### config.mk
export PLATFORM = sky130hd
export DESIGN_NAME = dme_pulse_pair_gen
export DESIGN_NICKNAME = d
export VERILOG_FILES = /design/src/rtl/dme_pulse_pair_gen.sv
export SDC_FILE = /design/constraint.sdc
export NUM_CORES = 1
export LEC_CHECK = 0
export ABC_AREA = 1
export ABC_CLOCK_PERIOD_IN_PS = 3700
export CAP_MARGIN = 30
export CORE_MARGIN = 1
export CORE_UTILIZATION = 50
export DETAILED_ROUTE_END_ITERATION = 6
export PLACE_DENSITY = 0.71
export SLEW_MARGIN = 20
export SYNTH_ARGS = -nofsm -noshare
export SYNTH_HDL_FRONTEND = slang
export SYNTH_SLANG_ARGS = --single-unit
### constraint.sdc
create_clock -name clk -period 3.7 [get_ports clk]
set_input_delay 0.74 -clock clk [delete_from_list [all_inputs] [get_ports clk]]
set_output_delay 0.74 -clock clk [all_outputs]
set_load 0.005 [all_outputs]
### src/rtl/dme_pulse_pair_gen.sv
// DME interrogator pulse-pair generator: timing FSM, carrier ROM gating, envelope multiply.
// Define DME_ROUND_EN to round-and-saturate the output instead of truncating.
module dme_pulse_pair_gen #(
  parameter int CNT_W     = 32,
  parameter int ENV_W     = 12,
  parameter int CARR_W    = 12,
  parameter int OUT_W     = 16,
  parameter int ROM_DEPTH = 5000,
  parameter int ADDR_W    = 13
) (
  input  logic              clk,
  input  logic              resetn,
  input  logic              start,
  input  logic              stop,
  input  logic [1:0]        mode,
  input  logic [CNT_W-1:0]  T1,
  input  logic [CNT_W-1:0]  T2,
  input  logic [CNT_W-1:0]  T3,
  input  logic [ENV_W-1:0]  env,
  output logic              rom_en,
  output logic [ADDR_W-1:0] rom_addr,
  input  logic [CARR_W-1:0] rom_data,
  output logic              ena,
  output logic              pulse_idx,
  output logic [OUT_W-1:0]  out_data,
  output logic              out_valid,
  output logic              busy,
  output logic              cfg_err
);

  localparam int PROD_W = ENV_W + CARR_W;
  localparam int SHIFT  = PROD_W - OUT_W;

  typedef enum logic [2:0] {
    S_IDLE,
    S_P1,
    S_GAP,
    S_P2,
    S_REST
  } state_t;

  state_t            state_q, state_d;
  logic [CNT_W-1:0]  cnt_q, cnt_d;
  logic [CNT_W-1:0]  t1_q, t1_d;
  logic [CNT_W-1:0]  t2_q, t2_d;
  logic [CNT_W-1:0]  t3_q, t3_d;
  logic [1:0]        mode_q, mode_d;
  logic              stop_q, stop_d;
  logic [ADDR_W-1:0] addr_q, addr_d;
  logic              ena_q, ena_d;
  logic              pidx_q, pidx_d;
  logic              ena_d1_q, ena_d1_d;
  logic              valid_q, valid_d;
  logic [OUT_W-1:0]  out_q, out_d;
  logic              err_q, err_d;

  logic [CNT_W:0]    sum_in;
  logic [CNT_W-1:0]  end2;
  logic              pair_in;
  logic              cfg_ok;
  logic              stop_now;

  logic signed [PROD_W-1:0] prod;
  logic [OUT_W-1:0]         red;

  always_comb begin
    sum_in  = {1'b0, T2} + {1'b0, T1};
    pair_in = (mode != 2'd2);
    cfg_ok  = (T1 != '0) && (T3 > T1) &&
              (!pair_in || ((T2 > T1) && ({1'b0, T3} > sum_in)));
  end

  assign end2     = t2_q + t1_q;
  assign stop_now = stop_q | stop;

  always_comb begin
    state_d = state_q;
    cnt_d   = cnt_q;
    t1_d    = t1_q;
    t2_d    = t2_q;
    t3_d    = t3_q;
    mode_d  = mode_q;
    stop_d  = stop_q;
    err_d   = 1'b0;
    if (state_q != S_IDLE) begin
      cnt_d = cnt_q + CNT_W'(1);
      if (stop) stop_d = 1'b1;
    end
    unique case (state_q)
      S_IDLE: begin
        if (start) begin
          if (cfg_ok) begin
            state_d = S_P1;
            cnt_d   = CNT_W'(1);
            t1_d    = T1;
            t2_d    = T2;
            t3_d    = T3;
            mode_d  = (mode == 2'd3) ? 2'd0 : mode;
          end else begin
            err_d = 1'b1;
          end
        end
      end
      S_P1: begin
        if (cnt_q == t1_q)
          state_d = (mode_q == 2'd2) ? S_REST : S_GAP;
      end
      S_GAP: begin
        if (cnt_q == t2_q) state_d = S_P2;
      end
      S_P2: begin
        if (cnt_q == end2)
          state_d = (mode_q == 2'd0) ? S_IDLE : S_REST;
      end
      S_REST: begin
        if (cnt_q == t3_q) begin
          if (stop_now) begin
            state_d = S_IDLE;
          end else begin
            state_d = S_P1;
            cnt_d   = CNT_W'(1);
          end
        end
      end
      default: state_d = S_IDLE;
    endcase
    if (state_d == S_IDLE) stop_d = 1'b0;
  end

  // Address restarts at every pulse-1 entry and keeps counting into pulse 2.
  always_comb begin
    ena_d  = (state_d == S_P1) || (state_d == S_P2);
    pidx_d = (state_d == S_P2);
    addr_d = addr_q;
    if ((state_d == S_P1) && (state_q != S_P1)) begin
      addr_d = '0;
    end else if (ena_q) begin
      if (addr_q == ADDR_W'(ROM_DEPTH - 1)) addr_d = '0;
      else addr_d = addr_q + ADDR_W'(1);
    end
  end

  assign prod = $signed(env) * $signed(rom_data);

`ifdef DME_ROUND_EN
  logic signed [PROD_W:0] rsum;
  logic [OUT_W:0]         rtop;
  always_comb begin
    rsum = {prod[PROD_W-1], prod} + ((PROD_W+1)'(1) << (SHIFT - 1));
    rtop = (OUT_W+1)'(rsum >>> SHIFT);
    if (rtop[OUT_W] != rtop[OUT_W-1])
      red = {1'b0, {(OUT_W-1){1'b1}}};
    else
      red = rtop[OUT_W-1:0];
  end
`else
  assign red = OUT_W'(prod >>> SHIFT);
`endif

  always_comb begin
    ena_d1_d = ena_q;
    valid_d  = ena_d1_q;
    out_d    = ena_d1_q ? red : '0;
  end

  always_ff @(posedge clk or negedge resetn) begin
    if (!resetn) begin
      state_q  <= S_IDLE;
      cnt_q    <= '0;
      t1_q     <= '0;
      t2_q     <= '0;
      t3_q     <= '0;
      mode_q   <= 2'd0;
      stop_q   <= 1'b0;
      addr_q   <= '0;
      ena_q    <= 1'b0;
      pidx_q   <= 1'b0;
      ena_d1_q <= 1'b0;
      valid_q  <= 1'b0;
      out_q    <= '0;
      err_q    <= 1'b0;
    end else begin
      state_q  <= state_d;
      cnt_q    <= cnt_d;
      t1_q     <= t1_d;
      t2_q     <= t2_d;
      t3_q     <= t3_d;
      mode_q   <= mode_d;
      stop_q   <= stop_d;
      addr_q   <= addr_d;
      ena_q    <= ena_d;
      pidx_q   <= pidx_d;
      ena_d1_q <= ena_d1_d;
      valid_q  <= valid_d;
      out_q    <= out_d;
      err_q    <= err_d;
    end
  end

  assign rom_en    = ena_q;
  assign ena       = ena_q;
  assign rom_addr  = addr_q;
  assign pulse_idx = pidx_q;
  assign out_data  = out_q;
  assign out_valid = valid_q;
  assign cfg_err   = err_q;
  assign busy      = (state_q != S_IDLE) | ena_d1_q | valid_q;

endmodule

### Word-level counts from Yosys, hierarchy flattened

Index checks and enable logic that the tools add are counted.

| word-level totals | value |
|---|---|
| register bits after elaboration | 168 |
| input port bits | 126 |
| output and inout bits | 35 |
| logic and storage cells | 84 |

| operators by class | value |
|---|---|
| $add $sub $neg | 4 |
| multiply operators | 1 |
| $lt $le $gt $ge | 3 |
| equal/unequal tests | 15 |
| mux-type cells | 27 |
| bitwise gates (word level) | 3 |
| reduce and logical (&&, ||, !) cells | 17 |

Operators with widths:

| operator | number |
|---|---|
| $mux 32 | 5 |
| $eq 32x32->1 | 4 |
| $gt 32x32->1 | 2 |
| $pmux 32 s2 | 1 |
| $mux 13 | 3 |
| $add 32x32->33 | 1 |
| $gt 32x33->1 | 1 |
| $add 32x1->32 const B | 1 |
| $add 32x32->32 | 1 |
| $reduce_bool 32->1 | 1 |
| $mul 12x12->24 | 1 |
| $mux 3 | 8 |
| $mux 16 | 1 |
| $pmux 3 s5 | 1 |
| $add 13x1->13 const B | 1 |
| $eq 13x13->1 const B | 1 |
| $eq 3x2->1 const B | 3 |
| $mux 1 | 7 |
| $eq 3x1->1 const B | 2 |
| $logic_not 3->1 | 2 |
| $reduce_bool 2->1 | 3 |
| $eq 2x2->1 const B | 2 |
| $logic_and 1x1->1 | 4 |
| $eq 3x3->1 const B | 1 |
| 10 further kinds | 13 |

### Depth between registers and ports, before layout

| logic depth | value |
|---|---|
| depth in word-level cells | 11 |
| gate-level depth with buffers | 37 |
| mapped depth without buffers | 35 |

### Least setup slack after synthesis

Ideal clock, no wire load.

| timing | value |
|---|---|
| path kind | input to register |
| from | in env[1] |
| to | reg out_q[14] (netlist: out_data[14]) |
| library setup time | 0.123 ns |
| data arrival time | 5.337 ns |
| required time | 3.577 ns |
| path slack | -1.761 ns |
| stages | 20 |
| path buffers | 1 |
| path through | clkbuf_1 -> or2_2 -> fa_1 -> inv_1 -> fa_1 -> fa_1 -> inv_1 -> fa_1 -> inv_1 -> fa_1 -> ha_1 -> a21oi_1 -> o21ai_0 -> a21oi_1 -> nand2_1 -> nand3_1 -> a21oi_1 -> or2_2 -> o21ai_0 -> a21oi_1 |

| on the way | value |
|---|---|
| longest elaborated chain between the ends | 2 |

Ends and longest elaborated chain:

| item | line | source |
|---|---|---|
| from (decl) | 19 | `input logic [ENV_W-1:0] env,` |
| $mul 12x12->24 | 143 | `assign prod = $signed(env) * $signed(rom_data);` |
| $mux 16 | 163 | `out_d = ena_d1_q ? red : '0;` |
| named net out_d[14] | 54 | `logic [OUT_W-1:0] out_q, out_d;` |
| to (signal assigned) | 195 | `out_q <= out_d;` |
| to (decl) | 54 |  |

The timed path passes the listed nets, and every way through them passes these cells.
A chain may end at the register's enable or synchronous reset.

### Worst setup path after layout

| timing | value |
|---|---|
| from | in env[9] |
| to | reg out_q[15] (netlist: out_data[15]) |

The elaborated chain is that of the path after synthesis.

==> summary.md <==
| Metric | Value |
|---|---|
| Crit path kind | `primary input to register` |
| Drt via density | `5.766` |
| Row cnt | `73` |
| CP Max Fanout | `7` |
| Hold WS | `around 300 ps` |
| IO buf count | `between 150 and 200` |
| Hold-fix buffers, CTS | `0` |
| Clock Latency Late Sink | `roughly 470 ps` |
| Warnings from Yosys | `0` |
| Synth top area cells | `dfrtp_1, fa_1, ha_1` |
| Distinct cells, synth | `55` |
| LEAKAGE | `15.50 nW` |
| Die height | `just over 200 um` |
| Max_cap viols | `0` |
| HPWL Detailed | `54450 um` |
| Fin nets | `3894` |
| Initial antenna violation count | `2` |
| Worst Skew | `a little under 20 ps` |
| H-tree depth | `4` |
| Root buffer cell | `clkbuf_16` |
| R2R depth | `20` |
| Routed WL per cell | `about 21 um` |
| Vias in the first global route | `~22000` |
| Final Util | `0.7671` |
| Critical Path Source Type | `primary input` |
| Synth cell count leaders | `nand2_1, inv_1, ha_1` |
| Io pins | `between 150 and 200` |
| Worst r2r src | `t2_q[0]` |
| Fin. Hold Viols | `0` |
| Area Overhead vs Synth | `49.97%` |
| Synthesized instance count | `around 2800` |
| Final Cycle Share | `1.330` |
| Largest net degree at the start of global routing | `79` |
| Initial drt markers | `2217` |
| Drt pass-1 iters | `5` |
| Relative slew margins | `0.4395` |
| Number of nets with antenna violations after routing | `0` |
| Remaining DRCs | `0` |
| RSZ-0062 raised after global routing | `yes` |
| Die width | `204.5 um` |
| Gr ovfl total | `0` |
| Setup TNS | `-141530 ps` |
| Synth Flop Type | `dfrtp_1` |
| Bufs on Longest Clock Path | `2` |
| Failing checks | `setup timing` |
| Synthesized cell area | `0.02051 sq mm` |
| Post-synthesis sequential area ratio | `0.2050` |
| R2R setup slack | `around 50 ps` |
| Syn Nets | `roughly 3300` |
| CP endpoint kind | `register` |
| Min-Delay Path Class | `primary input to async pin` |
| Global Route Usage Sum | `0.3666` |
| Power per cell area | `807.9 mW/mm^2` |
| CP required | `between 4000 and 5000 ps` |
| Pre-CTS setup slack | `-2071 ps` |
| Final setup fails | `164` |
| Worst-Margin Slew | `833.0 ps` |
| Vias | `between 20000 and 25000` |
| Setup slack after layout | `-1219 ps` |
| Die ar. | `~0.042 sq mm` |
| Initial Util | `0.5115` |
| Num CTS Buffers | `17` |
| Core Footprint | `between 0.04 and 0.05 sq mm` |
| Layout cells sized above 1 | `0.3483` |
| Syn avg cell area | `between 7 and 8 sq um` |
| Slew Viols, Final | `0` |
| Synth area leader | `dfrtp_1` |
| Fin crit period | `between 4000 and 5000 ps` |
| Final wirelength | `roughly 84000 um` |
| Count leader, synth | `nand2_1` |
| Clock transition at the registers of the reported paths | `100 ps` |
| Max Freq | `roughly 0.2 GHz` |
| First-pass GRT wire length | `approximately 120000 um` |
| Status | `finished with violations` |
| Clock Sink Count | `around 170` |
| Routability cong. | `approximately 0.97` |
| Worst R2R End | `stop_q` |
| Post-synthesis register bit count | `168` |
| Async set-reset flop share out of synthesis | `1.000` |
| Critical Path AT | `about 5300 ps` |
| CTS tree | `yes` |
| Post-synth top area share | `0.2050` |
| Worst vdd ir | `approximately 1.2 mV` |
| Post-synth EDFFs | `0` |
## report_power, final
group / leakage (nW) / switching (mW) / internal (mW) / total (mW)
registers: 2.17 / 1.23 / 2.47 / 3.70
clock network: 0.310 / 1.03 / 0.951 / 1.98
logic: 13.0 / 10.3 / 8.89 / 19.2
total: 15.5 / 12.5 / 12.3 / 24.9
## registers in the layout, summed over array words and instances (netlist names)
register   count
cnt_q         32
out_valid      1
out_data      16
rom_addr      13
pulse_idx      1
ena            1
t1_q          32
stop_q         1
t2_q          32
mode_q         2
t3_q          32
ena_d1_q       1
state_q        3
cfg_err        1
## metrics by stage
stage	power, mW	cell area [sq um]	cells
CTS	21.66	29360	3934
global placement	16.67	25700	3779
detailed placement	17.06	25700	3779
global route	26.18	30760	3960
floorplan	12.48	21550	2837
finish	24.85	30760	3960
## repair_timing
action	in CTS	in global routing
buffers inserted	96	33
hold endpoints to repair	0	0
resized for setup	620	310
gates cloned	28	2
pin swaps	208	142
setup endpoints to repair	164	164
## per-layer routing
metal / share of wire / track usage
met2: 0.45 / 0.5752
met4: 0.056 / 0.1397
met3: 0.11 / 0.08177
met5: 0 / 0
met1: 0.39 / 0.4914
## layout by cell type (no fill, tap or decap), types with 8 or more instances in the layout
| master | Yosys | layout |
|---|---|---|
| nand2_2 | 13 | 63 |
| dfrtp_1 | 168 | 168 |
| clkinv_8 | 0 | 8 |
| inv_2 | 9 | 66 |
| nand4_1 | 33 | 33 |
| o21ai_2 | 1 | 97 |
| o21ai_1 | 15 | 20 |
| buf_12 | 0 | 26 |
| nor3_1 | 37 | 34 |
| nor2_2 | 6 | 24 |
| buf_6 | 4 | 68 |
| nand3_1 | 118 | 106 |
| or2_2 | 29 | 21 |
| nand2_1 | 696 | 534 |
| clkbuf_16 | 0 | 19 |
| clkdlybuf4s50_1 | 0 | 83 |
| inv_1 | 526 | 464 |
| nor2_4 | 1 | 13 |
| or2_4 | 0 | 8 |
| fa_1 | 138 | 114 |
| nand2_4 | 1 | 111 |
| xnor2_1 | 65 | 63 |
| nor2_1 | 163 | 133 |
| nor4_1 | 29 | 24 |
| fa_2 | 0 | 24 |
| nand3_2 | 5 | 13 |
| o21ai_0 | 136 | 33 |
| dlygate4sd2_1 | 0 | 36 |
| a21oi_2 | 5 | 69 |
| xor2_1 | 100 | 96 |
| ha_4 | 0 | 51 |
| a21oi_4 | 0 | 16 |
| a21oi_1 | 172 | 92 |
| ha_1 | 209 | 151 |
| buf_4 | 3 | 381 |
| buf_8 | 0 | 11 |
| buf_16 | 0 | 24 |
## final cells by class
type / instances / area [sq um]
Antenna cell: 1 / 2.502
Clock buffer: 17 / 425.4
Clock inverter: 15 / 226.5
Fill cell: 2516 / 9338
Inverter: 535 / 2031
Multi-Input combinational cell: 2049 / 16880
Sequential cell: 168 / 4204
Tap cell: 525 / 656.9
Timing Repair Buffer: 650 / 6336
## worst max-delay path, stage by stage
cell and delay (ps):
buf_6 70, buf_8 120, buf_4 120, buf_6 120, nand2_4 50, fa_1 520
inv_1 60, fa_1 490, fa_1 560, fa_1 450, fa_1 590, ha_4 250
a21oi_2 160, o21ai_2 80, a21oi_2 160, nand2_2 120, nand3_2 120, nand2_1 60
a31o_2 240, o21ai_1 130, a21oi_1 60
## kinds of logic (layout without fill, tap and decap cells)
family,after synthesis,count (layout),share of synthesized area
simple gates,1157,1157,0.2443
buf+inv,620,1217,0.1179
compound gates,380,380,0.1003
fa+ha+maj,347,347,0.2622
flops,168,168,0.2050
xor+xnor,165,165,0.07046
other cells,0,1,0
## how the worst max path moves through the flow
stage	startpoint	to	slack (ps)	cells after the start
CTS	env[7]	out_data[10]	-1060	26
floorplan	env[11]	out_data[14]	-1270	20
global placement	rom_data[11]	out_data[14]	-2010	21
global route	env[9]	out_data[15]	-1310	21
finish	env[9]	out_data[15]	-1220	21
detailed placement	rom_data[5]	out_data[14]	-2070	24
Note: power is estimated with default switching activity, not from simulation.
